### config.mk
export PLATFORM = sky130hd
export DESIGN_NAME = ets_sweep_accumulator_flat
export DESIGN_NICKNAME = d
export VERILOG_FILES = /design/src/rtl/ets_sweep_accumulator_pkg.sv /design/src/rtl/ets_sweep_accumulator_if.sv /design/src/rtl/ets_channel_counter.sv /design/src/rtl/ets_sweep_accumulator.sv /design/src/flat_wrapper.sv
export SDC_FILE = /design/constraint.sdc
export NUM_CORES = 1
export LEC_CHECK = 0
export CELL_PAD_IN_SITES_DETAIL_PLACEMENT = 0
export CELL_PAD_IN_SITES_GLOBAL_PLACEMENT = 1
export CORE_ASPECT_RATIO = 1.25
export CORE_MARGIN = 5
export CORE_UTILIZATION = 50
export DETAILED_ROUTE_END_ITERATION = 12
export PLACE_DENSITY = 0.95
export SLEW_MARGIN = 20
export SYNTH_ARGS = -nofsm -noshare
export SYNTH_HDL_FRONTEND = slang
export SYNTH_SLANG_ARGS = --single-unit
### constraint.sdc
create_clock -name sample_clk -period 9.5 [get_ports sample_clk]
set_input_delay 0.95 -clock sample_clk [delete_from_list [all_inputs] [get_ports sample_clk]]
set_output_delay 0.95 -clock sample_clk [all_outputs]
set_load 0.01 [all_outputs]
### src/rtl/ets_sweep_accumulator_pkg.sv
// Shared constants for the ETS sweep accumulator: FSM encodings, err bit
// positions and default widths.
package ets_pkg;
  localparam int DEF_NUM_CH        = 4;
  localparam int DEF_CNT_W         = 32;
  localparam int DEF_PHASE_W       = 16;
  localparam int DEF_SHIFT_TIMEOUT = 4096;

  localparam logic [2:0] ST_IDLE   = 3'd0;
  localparam logic [2:0] ST_ACCUM  = 3'd1;
  localparam logic [2:0] ST_EMIT   = 3'd2;
  localparam logic [2:0] ST_SHIFT  = 3'd3;
  localparam logic [2:0] ST_WAIT   = 3'd4;
  localparam logic [2:0] ST_FINISH = 3'd5;

  localparam int ERR_CFG = 0;
  localparam int ERR_TMO = 1;
endpackage

### src/rtl/ets_sweep_accumulator_if.sv
// AXI-Stream result port between the sweep accumulator and the CDC FIFO.
interface ets_sweep_accumulator_if;
  import ets_pkg::*;
  logic [31:0] tdata;
  logic        tvalid;
  logic        tready;
  logic        tlast;

  modport master (output tdata, tvalid, tlast, input tready);
  modport slave  (input tdata, tvalid, tlast, output tready);
endinterface

### src/rtl/ets_channel_counter.sv
// Per-channel comparator '1' counter; clear has priority over counting.
module ets_channel_counter
  import ets_pkg::*;
#(
  parameter int CNT_W = DEF_CNT_W
) (
  input  logic             sample_clk,
  input  logic             rst_n,
  input  logic             clear,
  input  logic             enable,
  input  logic             sample,
  output logic [CNT_W-1:0] count
);
  always_ff @(posedge sample_clk or negedge rst_n) begin
    if (!rst_n)                count <= '0;
    else if (clear)            count <= '0;
    else if (enable && sample) count <= count + CNT_W'(1);
  end
endmodule

### src/rtl/ets_sweep_accumulator.sv
// Multi-channel ETS sweep: per phase, count comparator hits per enabled
// channel, stream counts out, then request a clock phase step.
module ets_sweep_accumulator
  import ets_pkg::*;
#(
  parameter int NUM_CH        = DEF_NUM_CH,
  parameter int CNT_W         = DEF_CNT_W,
  parameter int PHASE_W       = DEF_PHASE_W,
  parameter int SHIFT_TIMEOUT = DEF_SHIFT_TIMEOUT
) (
  input  logic                  sample_clk,
  input  logic                  rst_n,
  input  logic [NUM_CH-1:0]     cmp_data,
  input  logic [NUM_CH-1:0]     ch_mask,
  input  logic [CNT_W-1:0]      avg_count,
  input  logic [PHASE_W-1:0]    num_phases,
  input  logic                  start,
  input  logic                  abort,
  output logic                  shift,
  input  logic                  shift_done,
  ets_sweep_accumulator_if.master m_axis,
  output logic                  busy,
  output logic                  done,
  output logic [1:0]            err
);
  localparam int CH_W  = (NUM_CH > 1) ? $clog2(NUM_CH) : 1;
  localparam int TMO_W = $clog2(SHIFT_TIMEOUT + 1);

  logic [2:0]                   state;
  logic [NUM_CH-1:0]            cmp_q, mask_q, cnt_en;
  logic                         start_q, abort_pend;
  logic [CNT_W-1:0]             avg_q, win_cnt;
  logic [PHASE_W-1:0]           np_q, phase;
  logic [TMO_W-1:0]             tmo_cnt;
  logic [CH_W-1:0]              emit_idx, first_ch, next_ch;
  logic                         has_next, cnt_clr;
  logic [NUM_CH-1:0][CNT_W-1:0] cnt;
  logic [31:0]                  tdata_w;

  wire start_edge = start & ~start_q;
  wire hs         = m_axis.tvalid & m_axis.tready;
  wire last_phase = (phase == np_q - PHASE_W'(1));
  wire cfg_bad    = (avg_count == '0) || (num_phases == '0) || (ch_mask == '0);

  // Downward scan leaves the lowest matching index as the winner.
  always_comb begin
    first_ch = '0;
    next_ch  = '0;
    has_next = 1'b0;
    for (int c = NUM_CH - 1; c >= 0; c--) begin
      if (mask_q[c]) first_ch = CH_W'(c);
      if (mask_q[c] && (CH_W'(c) > emit_idx)) begin
        next_ch  = CH_W'(c);
        has_next = 1'b1;
      end
    end
  end

  assign cnt_clr = ((state == ST_IDLE) && start_edge) ||
                   ((state == ST_WAIT) && !abort && shift_done);

  for (genvar c = 0; c < NUM_CH; c++) begin : g_ch
    assign cnt_en[c] = (state == ST_ACCUM) && mask_q[c];
    ets_channel_counter #(.CNT_W(CNT_W)) u_cnt (
      .sample_clk (sample_clk),
      .rst_n      (rst_n),
      .clear      (cnt_clr),
      .enable     (cnt_en[c]),
      .sample     (cmp_q[c]),
      .count      (cnt[c])
    );
  end

  always_comb begin
    tdata_w = '0;
    if (state == ST_EMIT) tdata_w[CNT_W-1:0] = cnt[emit_idx];
  end

  assign m_axis.tdata  = tdata_w;
  assign m_axis.tvalid = (state == ST_EMIT);
  assign m_axis.tlast  = (state == ST_EMIT) && !has_next && last_phase;
  assign busy          = (state != ST_IDLE);
  assign shift         = (state == ST_SHIFT);

  always_ff @(posedge sample_clk or negedge rst_n) begin
    if (!rst_n) begin
      state      <= ST_IDLE;
      cmp_q      <= '0;
      start_q    <= 1'b0;
      mask_q     <= '0;
      avg_q      <= '0;
      np_q       <= '0;
      phase      <= '0;
      win_cnt    <= '0;
      tmo_cnt    <= '0;
      emit_idx   <= '0;
      abort_pend <= 1'b0;
      done       <= 1'b0;
      err        <= '0;
    end else begin
      start_q <= start;
      cmp_q   <= cmp_data;
      done    <= 1'b0;
      case (state)
        ST_IDLE: if (start_edge) begin
          mask_q     <= ch_mask;
          avg_q      <= avg_count;
          np_q       <= num_phases;
          err        <= '0;
          phase      <= '0;
          win_cnt    <= '0;
          abort_pend <= 1'b0;
          if (cfg_bad) begin
            err[ERR_CFG] <= 1'b1;
            done         <= 1'b1;
          end else begin
            state <= ST_ACCUM;
          end
        end
        ST_ACCUM: begin
          if (abort) state <= ST_IDLE;
          else if (win_cnt == avg_q - CNT_W'(1)) begin
            state    <= ST_EMIT;
            emit_idx <= first_ch;
            win_cnt  <= '0;
          end else begin
            win_cnt <= win_cnt + CNT_W'(1);
          end
        end
        // A pending beat must complete before an abort takes effect.
        ST_EMIT: begin
          if (abort) abort_pend <= 1'b1;
          if (hs) begin
            if (abort || abort_pend) state <= ST_IDLE;
            else if (has_next)       emit_idx <= next_ch;
            else if (last_phase) begin
              state <= ST_FINISH;
              done  <= 1'b1;
            end else begin
              state <= ST_SHIFT;
            end
          end
        end
        ST_SHIFT: begin
          tmo_cnt <= '0;
          state   <= abort ? ST_IDLE : ST_WAIT;
        end
        ST_WAIT: begin
          if (abort) state <= ST_IDLE;
          else if (shift_done) begin
            phase   <= phase + PHASE_W'(1);
            win_cnt <= '0;
            state   <= ST_ACCUM;
          end else if (tmo_cnt == TMO_W'(SHIFT_TIMEOUT - 1)) begin
            err[ERR_TMO] <= 1'b1;
            state        <= ST_IDLE;
          end else begin
            tmo_cnt <= tmo_cnt + TMO_W'(1);
          end
        end
        ST_FINISH: state <= ST_IDLE;
        default:   state <= ST_IDLE;
      endcase
    end
  end
endmodule

### src/flat_wrapper.sv
// flat-port wrapper written by rule: the top's interface ports become plain ports
module ets_sweep_accumulator_flat import ets_pkg::*;
#(
  parameter int NUM_CH        = DEF_NUM_CH,
  parameter int CNT_W         = DEF_CNT_W,
  parameter int PHASE_W       = DEF_PHASE_W,
  parameter int SHIFT_TIMEOUT = DEF_SHIFT_TIMEOUT
)
  (sample_clk, rst_n, cmp_data, ch_mask, avg_count, num_phases, start, abort, shift, shift_done, busy, done, err, m_axis_tdata, m_axis_tvalid, m_axis_tlast, m_axis_tready);
  ets_sweep_accumulator_if m_axis_i ();
  input  logic sample_clk;
  input  logic rst_n;
  input  logic [NUM_CH-1:0] cmp_data;
  input  logic [NUM_CH-1:0] ch_mask;
  input  logic [CNT_W-1:0] avg_count;
  input  logic [PHASE_W-1:0] num_phases;
  input  logic start;
  input  logic abort;
  output logic shift;
  input  logic shift_done;
  output logic busy;
  output logic done;
  output logic [1:0] err;
  output wire logic [$bits(m_axis_i.tdata)-1:0] m_axis_tdata;
  output wire logic [$bits(m_axis_i.tvalid)-1:0] m_axis_tvalid;
  output wire logic [$bits(m_axis_i.tlast)-1:0] m_axis_tlast;
  input wire logic [$bits(m_axis_i.tready)-1:0] m_axis_tready;
  assign m_axis_tdata = m_axis_i.tdata;
  assign m_axis_tvalid = m_axis_i.tvalid;
  assign m_axis_tlast = m_axis_i.tlast;
  assign m_axis_i.tready = m_axis_tready;
  ets_sweep_accumulator #(.NUM_CH(NUM_CH), .CNT_W(CNT_W), .PHASE_W(PHASE_W), .SHIFT_TIMEOUT(SHIFT_TIMEOUT)) u_core (.sample_clk(sample_clk), .rst_n(rst_n), .cmp_data(cmp_data), .ch_mask(ch_mask), .avg_count(avg_count), .num_phases(num_phases), .start(start), .abort(abort), .shift(shift), .shift_done(shift_done), .m_axis(m_axis_i), .busy(busy), .done(done), .err(err));
endmodule
# --- Word-level counts from Yosys, hierarchy flattened ---
# Cells that the tools add are included.
# W data, S select, Z words.
totals:
  reg_bits: 255
  out_inout_bits: 39
  wordCells: 174
classes:
  n_addsub: 9
  order_cmp: 5
  n_eq_ne: 23
  muxes: 71
  bitwise: 3
  reduce_logical: 45
op_table:
  columns: ["operator", "n"]
  rows:
  - ["$mux W32", 15]
  - ["$add A32 B1 Y32 const B", 5]
  - ["$pmux W32 S3", 1]
  - ["$bmux W32 S2", 1]
  - ["$mux W16", 3]
  - ["$mux W13", 3]
  - ["$mux W3", 12]
  - ["$eq A32 B32 Y1", 1]
  - ["$logic_not A32 Y1", 1]
  - ["$pmux W16 S2", 1]
  - ["$sub A32 B1 Y32 const B", 1]
  - ["$mux W2", 14]
  - ["$pmux W13 S2", 1]
  - ["$ne A2 B2 Y1 const B", 12]
  - ["$logic_and A1 B1 Y1", 17]
  - ["$add A16 B1 Y16 const B", 1]
  - ["$eq A16 B16 Y1", 1]
  - ["$logic_not A16 Y1", 1]
  - ["$reduce_bool A2 Y1", 8]
  - ["$sub A16 B1 Y16 const B", 1]
  - ["$mux W1", 15]
  - ["$pmux W3 S5", 1]
  - ["$add A13 B1 Y13 const B", 1]
  - ["$eq A13 B12 Y1 const B", 1]
  - ["23 further kinds", 38]

# --- Longest topological paths before layout ---
# Gate-level depths: netlist of the first run.
logic_depth:
  ltp_word: 10
  mapped_depth: 13

# --- Cells and area by module ---
# A second synthesis of the first run with hierarchy kept.
hier_totals:
  cells_unflattened: 1743
  area_unflattened_um2: 15572.4
by_module_without_submodules:
  columns: ["mod", "n_inst", "cells_each", "area_each_um2", "seq_area_each_um2"]
  rows:
  - ["ets_sweep_accumulator", 1, 991, 8640.8, 3178.0]
  - ["ets_channel_counter", 4, 188, 1732.9, 800.8]

# --- Least setup slack after synthesis of the first run ---
# OpenSTA, ideal clock, no wires.
synth_timing:
  path_type: "register to output"
  startpoint: "register u_core.np_q[0]"
  endpoint: "output m_axis_tlast"
  t_arrival_ns: 2.918
  required_ns: 8.550
  path_slack_ns: 5.632
  path_stages_with_launch: 11
  path_buffers: 0
  path_cell_list: "dfrtp_1 > inv_1 > ha_1 > or4b_1 > nor3b_1 > nand2_1 > mux2_2 > a211oi_1 > a41oi_1 > or4_1 > nor2_1"
synth_between:
  elab_chain_len: 3
synth_lines:
  columns: ["element", "line_no", "text"]
  rows:
  - ["start, declared", "ets_sweep_accumulator.sv:33", "logic [PHASE_W-1:0] np_q, phase;"]
  - ["start signal, assigned", "ets_sweep_accumulator.sv:108", "np_q <= num_phases;"]
  - ["$sub A16 B1 Y16", "ets_sweep_accumulator.sv:42", "wire last_phase = (phase == np_q - PHASE_W'(1));"]
  - ["$eq A16 B16 Y1", "ets_sweep_accumulator.sv:42", null]
  - ["$logic_and A1 B1 Y1", "ets_sweep_accumulator.sv:81", "assign m_axis.tlast = (state == ST_EMIT) && !has_next && last_phase;"]
  - ["end, declared", "flat_wrapper.sv:26", "output wire logic [$bits(m_axis_i.tlast)-1:0] m_axis_tlast;"]
# Every way passes these cells.

# --- Worst setup path in the final report of the first run ---
# Same ends and word-level chain as after synthesis.

==> flow_metrics.env, run 1 <==
export IMPL_grt_usage=0.221
export IMPL_grt_pass1_wl_um=60800
export IMPL_coreArea_um2=29200
export IMPL_cts_setup_buffers=0
export IMPL_p_per_area_nw_per_um2=213
export IMPL_startpoint_type="flip-flop"
export IMPL_root_buffer="clkbuf_16"
export IMPL_worstRegToRegCells=9
export IMPL_multiInputGateArea_um2=7960
export IMPL_slew_headroom=0.347
export IMPL_antenna_left=0
export IMPL_synth_seq_cells=255
export IMPL_yosysSeqAreaShare=0.434
export IMPL_dpl_cell_area_um2=16000
export IMPL_detail_route_wl_per_cell_um=17.3
export IMPL_drt_wl_total_um=36600
export IMPL_syn_inst=1634
export IMPL_cts_resized=0
export IMPL_firstDrtPassIters=5
export IMPL_synth_area_um2=14700
export IMPL_synth_nets=1705
export IMPL_cts_max_level=1
export IMPL_clockBufferDepth=3
export IMPL_start_util=0.505
export IMPL_drc=0
export IMPL_final_common_cell="nand2_1"
export IMPL_final_cell_area_um2=17000
export IMPL_rsz0062_at_grt="false"
export IMPL_p_leak_uw=0.00756
export IMPL_port_buffers=100
export IMPL_crit_arrival_ps=4270
export IMPL_cts_sinks=255
export IMPL_gp_congestion=0.878
export IMPL_worstSetupPathType="flip-flop to primary output"
export IMPL_ios=101
export IMPL_cp_end_kind="primary output"
export IMPL_syn_area_per_cell_um2=9.01
export IMPL_finalHoldViolCount=0
export IMPL_place_hpwl_um=25800
export IMPL_yosysWarnings=0
export IMPL_clkTransAtPathRegs_ps=60
export IMPL_fin_nets=1775
export IMPL_synth_top_area_share=0.434
export IMPL_status="finished clean"
export IMPL_via_count=12100
export IMPL_clkLatencyLatePin_ps=540
export IMPL_worstHoldPathType="input pin to asynchronous set/reset pin"
export IMPL_peakVddDrop_v=0.000161
export IMPL_ys_types=68
export IMPL_fillers=2570
export IMPL_rows=70
export IMPL_layout_drive_gt1_share=0.0678
export IMPL_ys_flop_type="dfrtp_1"
export IMPL_worst_slew_pin_slew_ps=979
export IMPL_die_h_um=202
export IMPL_holdBufCountCts=0
export IMPL_area_delta_synth_final_pct=15.3
export IMPL_antenna_found_initial=0
export IMPL_grt_max_degree=129
export IMPL_clock_fmax_mhz=191
export IMPL_min_period_over_period=0.550
export IMPL_n_antenna_cell=0
export IMPL_setup_tns_ps=0
export IMPL_cap_violations=0
export IMPL_synth_edf_count=0
export IMPL_seqCellArea_um2=6380
export IMPL_critPathMaxFanout=5
export IMPL_dieArea_um2=33000
export IMPL_finClkSkew_ps=11.2
export IMPL_yosysTopAreaCell="dfrtp_1"
export IMPL_async_flop_share=1.00
export IMPL_grt_overflow=0
export IMPL_synth_area_leaders="dfrtp_1, nand2_1, xor2_1"
export IMPL_grt_pass1_vias=12200
export IMPL_critPathRequiredTime_ps=8550
export IMPL_first_iter_violations=696
export IMPL_final_cell_mix="nand2_1, dfrtp_1, nor2_1"
export IMPL_slew_violations=0
export IMPL_die_w_um=163
export IMPL_min_period_ps=5220
export IMPL_numCtsBuffers=28
export IMPL_cts_tree="built"
export IMPL_final_setup_viol_count=0
export IMPL_detail_route_vias_per_cell=5.70
[cell type report]
type                       count  area share
multi-input combinational   1276       0.469
inverter                      31     0.00686
timing repair buffer         112      0.0658
clock buffer                  45      0.0510
tap                          396      0.0292
sequential                   255       0.376
clock inverter                 6     0.00199
[flip-flops by register name (all words and copies together), names as in the netlist]
register / flops
u_core.abort_pend: 1
u_core.avg_q: 32
u_core.cmp_q: 4
u_core.done: 1
u_core.emit_idx: 2
u_core.err: 2
u_core.g_ch.u_cnt.count: 128
u_core.mask_q: 4
u_core.np_q: 16
u_core.phase: 16
u_core.start_q: 1
u_core.state: 3
u_core.tmo_cnt: 13
u_core.win_cnt: 32
[cell families (layout without fill, tap and decap cells)]
| group | Yosys count | after routing | share of synthesized area |
|---|---|---|---|
| xor+xnor | 178 | 178 | 0.107 |
| compound gates | 186 | 186 | 0.0825 |
| buf+inv | 103 | 194 | 0.0278 |
| simple gates | 857 | 857 | 0.282 |
| flops | 255 | 255 | 0.434 |
| mux | 46 | 46 | 0.0591 |
| fa+ha+maj | 9 | 9 | 0.00765 |
[cell usage after synthesis (37+ instances only)]
cell,n
a21oi_1,47
o21ai_0,50
and3_1,70
nor2_1,209
nand3_1,64
nand2_1,275
xor2_1,109
nand4_1,41
clkbuf_1,57
nor3_1,48
or3_1,37
xnor2_1,68
dfrtp_1,255
[worst max-delay path, cell delays in order (launching register included)]
cell and delay, ps:
dfrtp_1 410, inv_1 90, ha_1 220, or4b_1 530, nor3b_1 450, nand2_1 90
mux2_2 270, a211oi_1 240, a41oi_1 60, or4_1 660, nor2_1 150, clkdlybuf4s50_1 560
[worst paths after layout]
kind	slack [ps]	from	to
min reg2reg	470	u_core.err[0]	u_core.err[0]
min	310	rst_n	u_core.avg_q[7]
min in group sample_clk	470	u_core.err[0]	u_core.err[0]
max reg2reg	5470	u_core.state[1]	u_core.phase[15]
max	4280	u_core.np_q[0]	m_axis_tlast
max in group asynchronous	7410	rst_n	u_core.g_ch[3].u_cnt.count[6]
[report_power, final]
group          internal, uW  total (uW)  switching (uW)
clock network           619        1060             437
registers              1240        1490             254
logic                   451        1070             616
[through the flow]
step	setup slack, ps	cells	hold WS [ps]	total power, uW	utilization
final	4280	2121	308	3620	0.582
after global routing	3970	2121	331	3850	0.582
after CTS	4270	2120	478	3640	0.581
after detailed placement	4870	2069	463	2570	0.550
after global placement	4940	2069	465	2540	0.550
after floorplan	5630	1634	465	2240	-
[layer usage]
metal	up-vias	global-route usage	share of wire
li1	5837	-	-
met1	5928	0.290	0.43
met2	240	0.379	0.50
met3	81	0.0263	0.039
met4	0	0.0764	0.034
met5	-	0	0
No activity file was read; power rests on OpenSTA's default activity.
==> run 2: changes to the inputs <==
CORE_UTILIZATION = 46   (was 50)
PLACE_DENSITY = 0.89   (was 0.95)
clock period = 4.9 ns   (was 9.5 ns; I/O delays follow)
==> run 2 against run 1 <==
  * The flow now finishes with violations (negative hold slack)
  * Final area up 0.52%
  * Global-route usage down 1.3 points
  * Via count up 0.47%
  * Critical path depth unchanged
  * First-iteration DRC count up 20%
  * Sequential power up 95%
  * Clock power up 110%
  * Largest power group unchanged
  * Highest routed layer is now met5
==> flow_metrics.env, run 2 (synthesis results as in run 1) <==
export IMPL_path_buf_inv=2
export IMPL_cts_max_level=1
export IMPL_holdBufCountCts=0
export IMPL_final_setup_viol_count=0
export IMPL_multiInputGateArea_um2=7960
export IMPL_grt_pass1_vias=12400
export IMPL_min_period_ps=4690
export IMPL_drt_wl_total_um=36800
export IMPL_drc=0
export IMPL_dieArea_um2=35700
export IMPL_final_common_cell="nand2_1"
export IMPL_largestRegisters="u_core.g_ch.u_cnt.count: 128 flops, u_core.avg_q: 32 flops, u_core.win_cnt: 32 flops"
export IMPL_grt_max_degree=131
export IMPL_detail_route_vias_per_cell=5.68
export IMPL_critPathMaxFanout=5
export IMPL_worst_slew_pin_slew_ps=1030
export IMPL_firstDrtPassIters=7
export IMPL_layout_drive_gt1_share=0.0690
export IMPL_fin_nets=1777
export IMPL_regMostFlops="u_core.g_ch.u_cnt.count"
export IMPL_finClkSkew_ps=9.64
export IMPL_critPathRequiredTime_ps=4410
export IMPL_p_leak_uw=0.00758
export IMPL_coreArea_um2=31700
export IMPL_rsz0062_at_grt="false"
export IMPL_cts_tree="built"
export IMPL_root_buffer="clkbuf_16"
export IMPL_die_w_um=170
export IMPL_largest_reg_flops=128
export IMPL_crit_arrival_ps=4200
export IMPL_die_h_um=210
export IMPL_dp_cells=2088
export IMPL_via_count=12100
export IMPL_crit_path_max_incr_delay_ps=650
export IMPL_status="finished, violations left"
export IMPL_ios=101
export IMPL_place_hpwl_um=26100
export IMPL_worstSetupPathType="flip-flop to primary output"
export IMPL_final_cell_mix="nand2_1, dfrtp_1, nor2_1"
export IMPL_slew_violations=0
export IMPL_worstReg2RegStart="u_core.avg_q[0]"
export IMPL_startpoint_type="flip-flop"
export IMPL_slew_headroom=0.310
export IMPL_worstHoldPathType="input pin to asynchronous set/reset pin"
export IMPL_fillers=2790
export IMPL_clkTransAtPathRegs_ps=60
export IMPL_grt_overflow=0
export IMPL_antenna_found_initial=1
export IMPL_finalHoldViolCount=17
export IMPL_peakVddDrop_v=0.000236
export IMPL_whs_ps=-51.7
export IMPL_clkLatencyLatePin_ps=540
export IMPL_setup_tns_ps=0
export IMPL_grt_pass1_wl_um=62600
export IMPL_cts_sinks=255
export IMPL_clockBufferDepth=3
export IMPL_reg2reg_to="u_core.win_cnt[19]"
export IMPL_layoutNonFillerInstCount=2136
export IMPL_antenna_left=0
export IMPL_numCtsBuffers=28
export IMPL_crit_chain="inv_1 > ha_1 > or4b_1 > nor3b_2 > nand2_1 > mux2_2 > a211oi_1 > a41oi_1 > or4_1 > nor2_1 > clkdlybuf4s50_1"
export IMPL_gp_congestion=0.871
export IMPL_cap_violations=0
export IMPL_worstRegToRegCells=12
export IMPL_start_util=0.464
export IMPL_critical_path_top_delay_family="simple AND/OR/NAND/NOR gates"
export IMPL_port_buffers=100
export IMPL_cp_end_kind="primary output"
export IMPL_rows=73
export IMPL_final_cell_area_um2=17100
export IMPL_dpl_cell_area_um2=16100
export IMPL_min_period_over_period=0.957
export IMPL_r2r_setup_slack_ps=1000
export IMPL_first_iter_violations=837
export IMPL_p_per_area_nw_per_um2=420
export IMPL_grt_usage=0.208
export IMPL_area_delta_synth_final_pct=15.9
export IMPL_clock_fmax_mhz=213
export IMPL_crit_path_top_delay_cell="or4_1"
export IMPL_detail_route_wl_per_cell_um=17.2
export IMPL_n_antenna_cell=0
export IMPL_seqCellArea_um2=6380
export IMPL_violations="negative hold slack"
==> run 2: cell types whose count changed in the layout (fill, tap and decap cells not counted), sizes merged <==
cell | before | now
buf | 13 | 15
clkinvlp | 0 | 1
inv | 31 | 32
clkbuf | 45 | 42
bufinv | 0 | 3
clkinv | 6 | 1
==> run 2: metal layers <==
layer	wire length, um	part of all wire	GRT usage
met1	15800	0.43	0.267
met5	7	0.00019	0
met4	1080	0.029	0.0617
met2	18500	0.50	0.367
met3	1330	0.036	0.0272
==> run 2: layout make-up <==
class | instances | share of cell area
Clock buffer | 42 | 0.0489
Inverter | 31 | 0.00682
Tap cell | 412 | 0.0302
Multi-Input combinational cell | 1276 | 0.467
Sequential cell | 255 | 0.374
Clock inverter | 6 | 0.00653
Timing Repair Buffer | 114 | 0.0666
==> run 2: worst max path at each step <==
stage,end,cells after the start,startpoint,slack [ps]
after detailed placement,m_axis_tlast,11,u_core.np_q[0],650
final,m_axis_tlast,11,u_core.np_q[0],210
after CTS,m_axis_tlast,11,u_core.np_q[0],60
after global placement,m_axis_tlast,11,u_core.np_q[0],810
after floorplan,m_axis_tlast,10,u_core.np_q[0],1490
after global routing,m_axis_tlast,11,u_core.np_q[0],40
==> run 2: where the power goes <==
| part | internal [uW] | switching, uW |
|---|---|---|
| Sequential | 2400 | 499 |
| Clock | 1320 | 854 |
| Combinational | 884 | 1200 |
==> run 2: through the flow <==
| stage | util | total power [uW] | setup WS [ps] |
|---|---|---|---|
| after floorplan | - | 4350 | 1490 |
| after global placement | 0.508 | 4960 | 813 |
| after detailed placement | 0.508 | 5010 | 645 |
| after CTS | 0.538 | 7220 | 60.9 |
| after global routing | 0.538 | 7620 | 37.1 |
| final | 0.538 | 7160 | 208 |
==> run 2: timing repair <==
item                                    in CTS  in global routing
gates resized for setup                      0                  2
endpoints found under the setup margin       0                  1
buffers inserted                             0                  0
==> run 3: changes to the inputs <==
ABC_CLOCK_PERIOD_IN_PS = 4900   (was not set)
==> results of run 3 <==
The final DEF is identical to that of run 2; final timing and power are the same.
